### src/rtl/vliw_pkg.sv
// Shared constants and types for the VLIW fetch front end.
// The optional combinational bypass is enabled by defining VLIW_FETCH_BYPASS_EN.
package vliw_pkg;

    localparam logic [31:0] NOP_INST      = 32'h0000_0013;
    localparam int          DEF_NUM_SLOTS = 4;

    typedef enum logic [1:0] {
        SLOT_IXU1   = 2'd0,
        SLOT_IXU2   = 2'd1,
        SLOT_LSU    = 2'd2,
        SLOT_BRANCH = 2'd3
    } slot_e;

    // Slot 0 sits in the least significant bits, matching the memory bundle layout.
    typedef struct packed {
        logic [31:0]                    pc;
        logic [DEF_NUM_SLOTS-1:0][31:0] inst;
    } bundle_t;

endpackage

### src/rtl/fetch_fifo.sv
// Generic synchronous FIFO with flush and occupancy count, async active-low reset.
module fetch_fifo #(
    parameter int DEPTH = 4,
    parameter int WIDTH = 160
) (
    input  logic                       clk,
    input  logic                       rst,
    input  logic                       push,
    input  logic                       pop,
    input  logic                       flush,
    input  logic [WIDTH-1:0]           wdata,
    output logic [WIDTH-1:0]           rdata,
    output logic [$clog2(DEPTH+1)-1:0] occupancy
);

    localparam int PTR_W = $clog2(DEPTH);
    localparam int OCC_W = $clog2(DEPTH+1);

    logic [WIDTH-1:0] mem [DEPTH];
    logic [PTR_W-1:0] wr_ptr;
    logic [PTR_W-1:0] rd_ptr;
    logic [OCC_W-1:0] count;

    // Pointers wrap naturally because DEPTH is a power of two.
    always_ff @(posedge clk or negedge rst) begin
        if (!rst) begin
            wr_ptr <= '0;
            rd_ptr <= '0;
            count  <= '0;
        end else if (flush) begin
            wr_ptr <= '0;
            rd_ptr <= '0;
            count  <= '0;
        end else begin
            if (push) wr_ptr <= wr_ptr + 1'b1;
            if (pop)  rd_ptr <= rd_ptr + 1'b1;
            case ({push, pop})
                2'b10:   count <= count + 1'b1;
                2'b01:   count <= count - 1'b1;
                default: count <= count;
            endcase
        end
    end

    always_ff @(posedge clk) begin
        if (push && !flush) mem[wr_ptr] <= wdata;
    end

    assign rdata     = mem[rd_ptr];
    assign occupancy = count;

endmodule

### src/rtl/vliw_fetch_queue.sv
// Registered bundle fetch queue with redirect, flush and decode stall handling.
// Defining VLIW_FETCH_BYPASS_EN lets an empty queue forward the memory bundle combinationally.
module vliw_fetch_queue
    import vliw_pkg::*;
#(
    parameter int                NUM_SLOTS = 4,
    parameter int                INST_W    = 32,
    parameter int                PC_W      = 32,
    parameter int                DEPTH     = 4,
    parameter logic [PC_W-1:0]   RESET_PC  = '0
) (
    input  logic                          clk,
    input  logic                          rst,
    output logic [PC_W-1:0]               mem_pc,
    input  logic [NUM_SLOTS*INST_W-1:0]   mem_bundle,
    input  logic                          branch_taken,
    input  logic [PC_W-1:0]               new_pc,
    input  logic                          issue_ready,
    output logic                          issue_valid,
    output logic [PC_W-1:0]               issue_pc,
    output logic [NUM_SLOTS*INST_W-1:0]   issue_bundle,
    output logic                          squash_out,
    output logic [$clog2(DEPTH+1)-1:0]    occupancy
);

    localparam int                        BUNDLE_W   = NUM_SLOTS*INST_W;
    localparam int                        ENTRY_W    = PC_W + BUNDLE_W;
    localparam int                        OCC_W      = $clog2(DEPTH+1);
    localparam logic [PC_W-1:0]           PC_STEP    = PC_W'(NUM_SLOTS*(INST_W/8));
    localparam logic [INST_W-1:0]         NOP_SLOT   = INST_W'(NOP_INST);
    localparam logic [BUNDLE_W-1:0]       NOP_BUNDLE = {NUM_SLOTS{NOP_SLOT}};

    logic [PC_W-1:0]    fetch_pc;
    logic [ENTRY_W-1:0] head;
    logic [OCC_W-1:0]   occ;
    logic               empty;
    logic               full;
    logic               push;
    logic               fifo_pop;
    logic               advance;
`ifdef VLIW_FETCH_BYPASS_EN
    logic               bypass;
    logic               consume_bypass;
`endif

    fetch_fifo #(
        .DEPTH (DEPTH),
        .WIDTH (ENTRY_W)
    ) u_fifo (
        .clk       (clk),
        .rst       (rst),
        .push      (push),
        .pop       (fifo_pop),
        .flush     (branch_taken),
        .wdata     ({fetch_pc, mem_bundle}),
        .rdata     (head),
        .occupancy (occ)
    );

    // A redirect overrides the handshake: nothing is pushed or popped in that cycle.
    always_comb begin
        empty        = (occ == '0);
        full         = (occ == OCC_W'(DEPTH));
        issue_valid  = !empty && !branch_taken;
        fifo_pop     = issue_valid && issue_ready;
        push         = !branch_taken && (!full || fifo_pop);
        advance      = push;
        issue_pc     = fetch_pc;
        issue_bundle = NOP_BUNDLE;
        if (issue_valid) {issue_pc, issue_bundle} = head;
`ifdef VLIW_FETCH_BYPASS_EN
        bypass         = empty && !branch_taken;
        consume_bypass = bypass && issue_ready;
        issue_valid    = !branch_taken;
        push           = !branch_taken && (!full || fifo_pop) && !consume_bypass;
        advance        = push || consume_bypass;
        if (bypass) begin
            issue_pc     = fetch_pc;
            issue_bundle = mem_bundle;
        end
`endif
    end

    always_ff @(posedge clk or negedge rst) begin
        if (!rst) begin
            fetch_pc   <= RESET_PC;
            squash_out <= 1'b0;
        end else begin
            squash_out <= branch_taken;
            if (branch_taken)  fetch_pc <= new_pc;
            else if (advance)  fetch_pc <= fetch_pc + PC_STEP;
        end
    end

    assign mem_pc    = fetch_pc;
    assign occupancy = occ;

endmodule
### config.mk
export PLATFORM = sky130hd
export DESIGN_NAME = vliw_fetch_queue
export DESIGN_NICKNAME = d
export VERILOG_FILES = /design/src/rtl/vliw_pkg.sv /design/src/rtl/fetch_fifo.sv /design/src/rtl/vliw_fetch_queue.sv
export SDC_FILE = /design/constraint.sdc
export NUM_CORES = 1
export LEC_CHECK = 0
export CAP_MARGIN = 0
export CORE_MARGIN = 1.5
export CORE_UTILIZATION = 50
export CTS_CLUSTER_SIZE = 12
export DETAILED_ROUTE_END_ITERATION = 6
export PLACE_DENSITY = 0.85
export RECOVER_POWER = 100
export SLEW_MARGIN = 20
export SYNTH_ARGS = -nofsm -noshare
export SYNTH_HDL_FRONTEND = slang
export SYNTH_HIERARCHICAL = 1
export SYNTH_SLANG_ARGS = --single-unit
### constraint.sdc
create_clock -name clk -period 5.5 [get_ports clk]
set_clock_uncertainty 0.05 [all_clocks]
set_input_delay 1.65 -clock clk [delete_from_list [all_inputs] [get_ports clk]]
set_output_delay 1.65 -clock clk [all_outputs]
set_load 0.05 [all_outputs]
==> results of run 1 <==
## sequential cells by signal (all words and copies together) (netlist names)
register	flops
u_fifo/mem	640
u_fifo/rd_ptr	2
squash_out	1
u_fifo/occupancy	3
mem_pc	32
u_fifo/wr_ptr	2
## worst max-delay path: cells and delay by family
| family | cells | cell delay [ns] |
|---|---|---|
| buf+inv | 3 | 1.21 |
| mux | 1 | 0.43 |
| simple gates | 1 | 0.22 |
## how the worst max path moves through the flow
stage / startpoint / endpoint / slack (ns) / depth (start not counted)
final: branch_taken / issue_pc[27] / 0.25 / 5
after global routing: branch_taken / issue_pc[24] / 0.14 / 5
after CTS: u_fifo/rd_ptr[0] / issue_bundle[48] / 0.46 / 4
after detailed placement: branch_taken / u_fifo/mem[3][149] / 0.57 / 8
after global placement: branch_taken / issue_pc[31] / 0.65 / 5
after floorplan: branch_taken / issue_pc[12] / 0.22 / 4
## where the power goes
part           total [mW]  internal (mW)  switching, mW  leakage, nW
sequential           6.07           5.91          0.162         6.28
combinational        3.16           1.30           1.86         3.72
clock                4.40           2.55           1.84         1.02
total                13.6           9.77           3.87         11.0
## synthesized netlist by cell type, drive strengths merged (4+ instances only)
library cell	number
edfxtp	640
mux4	160
and2	121
dfrtp	40
clkbuf	38
mux2	33
buf	32
nand2	26
nor2	24
o21ai	16
a31oi	14
nand3	13
or4	13
or3	12
o31ai	11
xnor2	10
nand4	7
inv	6
a211oi	5
ha	5
or4b	4
xor2	4
## area by class of cell
class,count,area [µm²],area share
antenna,9,22.52,0.0006586
clock buffer,100,1948,0.05697
clock inverter,17,147.6,0.004318
inverter,6,22.52,0.0006586
multi-input combinational,513,6020,0.1760
sequential,680,20230,0.5915
tap,688,860.8,0.02517
timing repair buffer,407,4946,0.1446
## cells by family after synthesis
kind of cell,after synthesis
and+or+nand+nor,236
DFF,680
xor gates and xnor gates,14
buffers and inverters,76
muxes,196
AOI/OAI and AO/OA,61
adders and majority gates,6
## stage by stage
step | setup slack [ns] | total power [mW]
detailed placement | 0.5674 | 9.476
finish | 0.2540 | 13.64
floorplan | 0.2154 | 8.003
CTS | 0.4599 | 13.89
global route | 0.1419 | 14.08
global placement | 0.6550 | 9.411
## layer usage
metal	wire length (µm)	track usage
met1	23060	0.2924
met2	31570	0.3781
met3	4656	0.05176
met4	1608	0.07612
met5	79	0
==> metrics.yaml, run 1 <==
ys_seq_area_frac: 0.7598
cts_sinks: 680
synth_top_area_cell: "edfxtp_1"
violations: "capacitance limit, slew limit"
worstSetupPathType: "input pin to output port"
syn_area_um2: 26610
fin_area_um2: 34190
cap_violations: 1
min_period_ns: 5.246
htreeDepth: 3
dpl_cell_area_um2: 32340
drt_pass1_iterations: 6
rsz0062_at_grt: "false"
final_cells: 2420
grt_pass1_vias: 14697
worstPathRequired_ns: 3.80
async_flop_share: 0.05882
slowest_stage: "clkbuf_4"
whs_path_depth: 0
synth_compound_area_frac: 0.01514
synth_top_family_by_area: "multiplexers"
ant_nets: 0
tightest_slew_ns: 2.279
synth_top_cells_by_area: "edfxtp_1 (72%), mux4_2 (14%), dfrtp_1 (3.8%)"
powerDensity_nw_per_um2: 398.8
cts_buffers: 71
slew_headroom: -0.5192
ff2ff_path_depth: 6
arrival_ns: 3.55
layout_commonest_cell: "edfxtp_1"
grt_pass1_wl_mm: 90.93
synth-xor-area-share: 0.004607
drt_iter0_drc: 1306
via_per_inst: 5.814
gr-total-overflow: 0
syn2layout_area_growth_pct: 28.49
critPathCaptureType: "output port"
die_x_um: 233.7
path_clk_slew_ns: 0.06
status: "finished with violations"
slowest_delay_ns: 0.72
die_h_um: 233.7
dp_hpwl_mm: 37.52
muxShareOfSynthArea: 0.1505
hp-class: "flip-flop to flip-flop"
pin_count: 361
finish.utilization: 0.6507
mostFrequentLayoutCells: "edfxtp_1 (640), dlygate4sd3_1 (176), mux4_2 (160)"
hp-start: "mem_pc[1]"
drt_wl_total_mm: 60.97
ys_ff_latch: 680
cp_cell_sequence: "buf_2 -> nor2_4 -> clkbuf_4 -> mux2_2 -> buf_4"
finalMaxSlewViolations: 41
core_area_um2: 52550
post_cts_resized: 0
max_clock_freq_ghz: 0.1906
antenna_found_initial: 16
synthSimpleGateAreaFrac: 0.05209
track_usage: 0.2256
place_inst: 2294
place_congestion: 0.8052
synth_edf_count: 640
start_util: 0.5064
drive_above_1_share: 0.2647
wl_per_cell_um: 25.20
grt_start_max_net_pins: 83
post_cts_buffers: 0
fill_cells: 3387
final_hold_viol_count: 0
leakage_nw: 11.03
cts_buffer_depth: 3
cts_tree: "done"
finalSetupViolCount: 0
critPathMaxFanout: 71
placementRows: 84
clk-insertion-delay-late_ns: 0.59
synth_top_area_frac: 0.7221
dieArea_um2: 54620
syn_nets: 1439
worst_hold_slack_ns: 0.5513
numPortBuffers: 360
cts_root_buf: "clkbuf_16"
drc_errors: 0
yosysWarnings: 6
synthCells: 1269
syn_area_per_cell_um2: 20.97
period_share: 0.9538
critPathLaunchType: "input pin"
ys.flop_type: "edfxtp_1"
final_nets: 1849
post_synth_fa_ha_maj_area_fraction: 0.003103
postCtsHoldBufs: 0
vdd_ir_drop_max_v: 0.0004057
rrSetupSlack_ns: 2.04
r2r_end: "u_fifo/mem[2][60]"
synth.distinct_cells: 44
tns_ns: 0
vias: 14069
whs_endpoint: "u_fifo/mem[0][129]"
r2r_start: "u_fifo/occupancy[2]"
Note: power is estimated with default switching activity, not from simulation.
==> inputs of run 2 (changes only) <==
ABC_CLOCK_PERIOD_IN_PS = 5500   (was default)
MAX_ROUTING_LAYER = met4   (was default)
==> metrics.yaml, run 2 (same netlist as run 1, synthesis figures left out) <==
ant_nets: 0  # unchanged
dieArea_um2: 54620  # unchanged
max_clock_freq_ghz: 0.1905  # was 0.1906 GHz
vdd_ir_drop_max_v: 0.0004039  # was 0.0004057 V
powerDensity_nw_per_um2: 398.5  # was 398.8 nW/µm²
placementRows: 84  # unchanged
layout_commonest_cell: "edfxtp_1"  # unchanged
final_hold_viol_count: 0  # unchanged
post_cts_buffers: 0  # unchanged
finalMaxSlewViolations: 41  # unchanged
slew_headroom: -0.5021  # was -0.5192
drt_wl_total_mm: 61.01  # was 60.97 mm
worstPathRequired_ns: 3.80  # about the same
largest_register_ffs: 640  # unchanged
switching_power_mw: 3.865  # was 3.867 mW
final_nets: 1849  # unchanged
rsz0062_at_grt: "false"  # unchanged
grt_start_max_net_pins: 83  # unchanged
finalSetupViolCount: 0  # unchanged
cts_buffer_depth: 3  # unchanged
postCtsHoldBufs: 0  # unchanged
multiInputGateArea_um2: 6020  # unchanged
fill_cells: 3380  # was 3,387
tightest_slew_ns: 2.253  # was 2.279 ns
slowest_delay_ns: 0.69  # was 0.72 ns
critPathLaunchType: "input pin"  # unchanged
grt_pass1_vias: 14706  # was 14,697
cts_buffers: 71  # unchanged
r2r_start: "u_fifo/occupancy[2]"  # unchanged
cts_tree: "done"  # unchanged
drive_above_1_share: 0.2647  # unchanged
numPortBuffers: 360  # unchanged
drc_errors: 0  # unchanged
period_share: 0.9542  # was 0.9538
clkPwrFrac: 0.322  # was 0.323
dp_hpwl_mm: 37.52  # unchanged
via_per_inst: 5.803  # was 5.814
whs_path_depth: 0  # unchanged
setup_slack_ns: 0.2517  # was 0.2540 ns
worstSetupPathType: "input pin to output port"  # unchanged
vias: 14113  # was 14,069
tns_ns: 0  # unchanged
pin_count: 361  # unchanged
start_util: 0.5064  # unchanged
syn2layout_area_growth_pct: 28.60  # was 28.49%
htreeDepth: 3  # unchanged
ff2ff_path_depth: 7  # was 6
r2r_end: "u_fifo/mem[3][47]"  # was u_fifo/mem[2][60]
gr-total-overflow: 0  # unchanged
regArea_um2: 20230  # unchanged
internal-power_mw: 9.772  # was 9.771 mW
path_clk_slew_ns: 0.06  # about the same
arrival_ns: 3.55  # about the same
p_sw_frac: 0.2834  # was 0.2835
leakage_nw: 11.04  # was 11.03 nW
status: "finished with violations"  # unchanged
wl_per_cell_um: 25.08  # was 25.20 µm
slowest_stage: "clkbuf_4"  # unchanged
die_h_um: 233.7  # unchanged
antenna_found_initial: 22  # was 16
place_congestion: 0.8168  # was 0.8052
cp_cell_sequence: "buf_2 -> nor2_4 -> clkbuf_4 -> mux2_2 -> buf_4"  # unchanged
pwr-share-comb: 0.232  # about the same
whs_endpoint: "u_fifo/mem[0][129]"  # unchanged
critPathMaxFanout: 71  # unchanged
hp-start: "mem_pc[1]"  # unchanged
drt_iter0_drc: 1427  # was 1,306
rrSetupSlack_ns: 2.04  # about the same
min_period_ns: 5.248  # was 5.246 ns
cts_sinks: 680  # unchanged
hp-class: "flip-flop to flip-flop"  # unchanged
largest-register: "u_fifo/mem"  # unchanged
seqPwrFrac: 0.446  # was 0.445
finish.utilization: 0.6513  # was 0.6507
track_usage: 0.2328  # was 0.2256
post_cts_resized: 0  # unchanged
die_x_um: 233.7  # unchanged
core_area_um2: 52550  # unchanged
clk-insertion-delay-late_ns: 0.59  # about the same
violations: "capacitance limit, slew limit"  # unchanged
drt_pass1_iterations: 7  # was 6
place_ws_ns: 0.5674  # unchanged
cap_violations: 1  # unchanged
grt_pass1_wl_mm: 90.98  # was 90.93 mm
critPathCaptureType: "output port"  # unchanged
cts_root_buf: "clkbuf_16"  # unchanged
mostFrequentLayoutCells: "edfxtp_1 (640), dlygate4sd3_1 (176), mux4_2 (160)"  # unchanged
[run 2: changes by cell type in the layout (fill, tap and decap cells not counted)]
cell | before | now
and2_1 | 34 | 44
and2_0 | 84 | 74
diode_2 | 9 | 21
[run 2: stage by stage]
| step | hold WS (ns) | cells | total power [mW] | cell area (µm²) |
|---|---|---|---|---|
| 2_1_floorplan | 0.4882 | 1269 | 8.003 | 26620 |
| 3_3_place_gp | 0.5123 | 2294 | 9.411 | 32340 |
| 3_5_place_dp | 0.5416 | 2294 | 9.476 | 32340 |
| 4_1_cts | 0.5611 | 2411 | 13.89 | 34440 |
| 5_1_grt | 0.5859 | 2432 | 14.08 | 34220 |
| 6_report | 0.5517 | 2432 | 13.64 | 34220 |
[run 2: how the worst max path moves through the flow]
stage / from / to / slack [ns]
2_1_floorplan: branch_taken / issue_pc[12] / 0.22
3_3_place_gp: branch_taken / issue_pc[31] / 0.65
3_5_place_dp: branch_taken / u_fifo/mem[3][149] / 0.57
4_1_cts: u_fifo/rd_ptr[0] / issue_bundle[48] / 0.46
5_1_grt: branch_taken / issue_pc[24] / 0.13
6_report: branch_taken / issue_pc[27] / 0.25
[run 2: cell type report]
cell class | count | area share
diodes | 21 | 0.001535
clock buffers | 100 | 0.05692
clock inverters | 17 | 0.004314
inverters | 6 | 0.0006581
multi-input cells | 513 | 0.1759
flip-flops and latches | 680 | 0.5910
well taps | 688 | 0.02515
repair buffers | 407 | 0.1445
[run 2: routing by layer]
layer	global-route usage	routed length (µm)
met5	-	0
met4	0.07712	1683
met3	0.04883	4670
met2	0.3766	31640
met1	0.2958	23010
[run 2: power groups by stage]
| stage | clock [mW] | sequential [mW] | combinational (mW) |
|---|---|---|---|
| 6_report | 4.40 | 6.08 | 3.17 |
| 5_1_grt | 4.68 | 6.10 | 3.30 |
| 4_1_cts | 4.49 | 6.07 | 3.32 |
| 3_5_place_dp | 0 | 6.18 | 3.30 |
| 3_3_place_gp | 0 | 6.15 | 3.26 |
| 2_1_floorplan | 0 | 6.21 | 1.79 |
[run 2: critical path: cells and delay by family]
| family | cells | cell delay [ns] |
|---|---|---|
| buffers and inverters | 3 | 1.17 |
| multiplexers | 1 | 0.42 |
| AND/OR/NAND/NOR | 1 | 0.21 |
==> inputs of run 3 (changes only) <==
DONT_BUFFER_PORTS = 1   (was default)
PLACE_DENSITY = 0.76   (was 0.85)
==> metrics.yaml, run 3 (same netlist as run 1, synthesis figures left out) <==
htreeDepth: 3  # unchanged
start_util: 0.5064  # unchanged
cts_buffers: 71  # unchanged
leakage_nw: 9.085  # was 11.04 nW
dp_hpwl_mm: 31.68  # was 37.52 mm
critPathLaunchType: "flip-flop"  # was input pin
period_share: 0.8990  # was 0.9542
rsz0062_at_grt: "false"  # unchanged
powerDensity_nw_per_um2: 423.9  # was 398.5 nW/µm²
worstSetupPathType: "flip-flop to output port"  # was input pin to output port
violations: "capacitance limit, slew limit"  # unchanged
post_cts_resized: 0  # unchanged
finalSetupViolCount: 0  # unchanged
syn2layout_area_growth_pct: 11.54  # was 28.60%
clkPwrFrac: 0.349  # was 0.322
cts_tree: "done"  # unchanged
setup_slack_ns: 0.5554  # was 0.2517 ns
critPathMaxFanout: 23  # was 71
grt.met2_usage: 0.3120  # was 0.3766
ff2ff_path_depth: 7  # unchanged
switching_power_mw: 3.582  # was 3.865 mW
ant_nets: 0  # unchanged
pin_count: 361  # unchanged
layout_commonest_cell: "edfxtp_1"  # unchanged
grt_start_max_net_pins: 109  # was 83
rrSetupSlack_ns: 1.07  # was 2.04 ns
numPortBuffers: 0  # was 360
finalMaxSlewViolations: 125  # was 41
r2r_start: "u_fifo/occupancy[0]"  # was u_fifo/occupancy[2]
die_h_um: 233.7  # unchanged
core_area_um2: 52550  # unchanged
grt_pass1_vias: 12459  # was 14,706
grtUsageMet1: 0.2513  # was 0.2958
drive_above_1_share: 0.2162  # was 0.2647
fill_cells: 3831  # was 3,380
clk-insertion-delay-late_ns: 0.59  # about the same
use_met3: 0.06335  # was 0.04883
drt_pass1_iterations: 5  # was 7
status: "finished with violations"  # unchanged
tightest_slew_ns: 2.295  # was 2.253 ns
vias: 12214  # was 14,113
largest-register: "u_fifo/mem"  # unchanged
cap_violations: 4  # was 1
internal-power_mw: 8.999  # was 9.772 mW
cts_root_buf: "clkbuf_16"  # unchanged
largest_register_ffs: 640  # unchanged
drc_errors: 0  # unchanged
gr-total-overflow: 0  # unchanged
cts_buffer_depth: 3  # unchanged
vdd_ir_drop_max_v: 0.0003380  # was 0.0004039 V
grt_pass1_wl_mm: 77.91  # was 90.98 mm
hp-start: "u_fifo/wr_ptr[1]"  # was mem_pc[1]
whs_path_depth: 2  # was 0
post_cts_buffers: 0  # unchanged
arrival_ns: 3.24  # was 3.55 ns
slowest_delay_ns: 1.00  # was 0.69 ns
p_sw_frac: 0.2847  # was 0.2834
place_inst: 1917  # was 2,294
drt_wl_total_mm: 52.88  # was 61.01 mm
drt_iter0_drc: 713  # was 1,427
wl_per_cell_um: 25.99  # was 25.08 µm
place_congestion: 0.8122  # was 0.8168
r2r_end: "u_fifo/mem[0][56]"  # was u_fifo/mem[3][47]
placementRows: 84  # unchanged
max_clock_freq_ghz: 0.2022  # was 0.1905 GHz
min_period_ns: 4.945  # was 5.248 ns
seqPwrFrac: 0.491  # was 0.446
slew_headroom: -0.5299  # was -0.5021
final_nets: 1472  # was 1,849
dieArea_um2: 54620  # unchanged
final_cells: 2035  # was 2,432
place_ws_ns: 0.8311  # was 0.5674 ns
antenna_found_initial: 2  # was 22
pwr-share-comb: 0.161  # was 0.232
tns_ns: 0  # unchanged
die_x_um: 233.7  # unchanged
hp-class: "flip-flop to flip-flop"  # unchanged
mostFrequentLayoutCells: "edfxtp_1 (640), mux4_2 (160), and2_0 (115)"  # was edfxtp_1 (640), dlygate4sd3_1 (176), mux4_2 (160)
worstPathRequired_ns: 3.80  # about the same
critPathCaptureType: "output port"  # unchanged
grt_most_used_layer: "met2"  # unchanged
final_hold_viol_count: 0  # unchanged
power_mw: 12.58  # was 13.64 mW
slowest_stage: "dfrtp_2"  # was clkbuf_4
track_usage: 0.2004  # was 0.2328
postCtsHoldBufs: 0  # unchanged
via_per_inst: 6.002  # was 5.803
whs_endpoint: "u_fifo/wr_ptr[1]"  # was u_fifo/mem[0][129]
path_clk_slew_ns: 0.06  # about the same
cts_sinks: 680  # unchanged
cp_cell_sequence: "clkbuf_2 -> mux4_2 -> mux2_1"  # was buf_2 -> nor2_4 -> clkbuf_4 -> mux2_2 -> buf_4
-- run 3: changes by cell type in the layout (fill, tap and decap cells not counted), moves of 17 or more --
cell	previous run	this run
clkbuf_1	56	21
buf_12	122	19
clkbuf_2	18	1
and2_0	74	115
mux2_1	1	20
and2_1	44	6
diode_2	21	1
mux2_2	32	13
dlygate4sd3_1	176	0
clkdlybuf4s50_1	33	0
-- run 3: layer usage --
metal / share of wire / wire length, µm
met3: 0.092 / 4871
met4: 0.025 / 1326
met5: 0 / 0
met1: 0.38 / 20300
met2: 0.50 / 26390
-- run 3: how the worst max path moves through the flow --
stage | start | endpoint | slack, ns
2_1_floorplan | branch_taken | issue_pc[12] | 0.22
3_3_place_gp | branch_taken | issue_pc[12] | 0.91
3_5_place_dp | branch_taken | issue_pc[14] | 0.83
4_1_cts | u_fifo/occupancy[1] | issue_pc[14] | 0.71
5_1_grt | u_fifo/rd_ptr[0] | issue_pc[9] | 0.32
6_report | u_fifo/rd_ptr[0] | issue_pc[9] | 0.56
-- run 3: power by group through the flow --
| stage | logic [mW] | clock network [mW] | registers, mW |
|---|---|---|---|
| 2_1_floorplan | 1.79 | 0 | 6.21 |
| 6_report | 2.02 | 4.39 | 6.17 |
| 4_1_cts | 2.09 | 4.50 | 6.18 |
| 3_5_place_dp | 2.07 | 0 | 6.29 |
| 5_1_grt | 2.13 | 4.70 | 6.20 |
| 3_3_place_gp | 2.06 | 0 | 6.27 |
-- run 3: cell type report --
cell class | instances | area (µm²) | area share
sequential | 680 | 20220 | 0.6813
multi-input combinational | 513 | 5991 | 0.2018
clock buffer | 94 | 1916 | 0.06453
tap | 688 | 860.8 | 0.02900
timing repair buffer | 30 | 456.7 | 0.01539
clock inverter | 23 | 210.2 | 0.007081
inverter | 6 | 22.52 | 0.0007587
antenna | 1 | 2.502 | 0.00008430
-- run 3: worst max-delay path: cells and delay by family (launching register included) --
family	cells	cell delay, ns
multiplexers	2	1.07
flip-flops	1	1.00
buffers and inverters	1	0.58
-- run 3: metrics by stage --
step | hold slack [ns] | instance area (µm²) | util
after floorplan | 0.4882 | 26620 | -
after global placement | 0.5073 | 27600 | 0.5251
after detailed placement | 0.5299 | 27600 | 0.5251
after CTS | 0.5432 | 29720 | 0.5656
after global routing | 0.5703 | 29680 | 0.5649
final | 0.5357 | 29680 | 0.5649
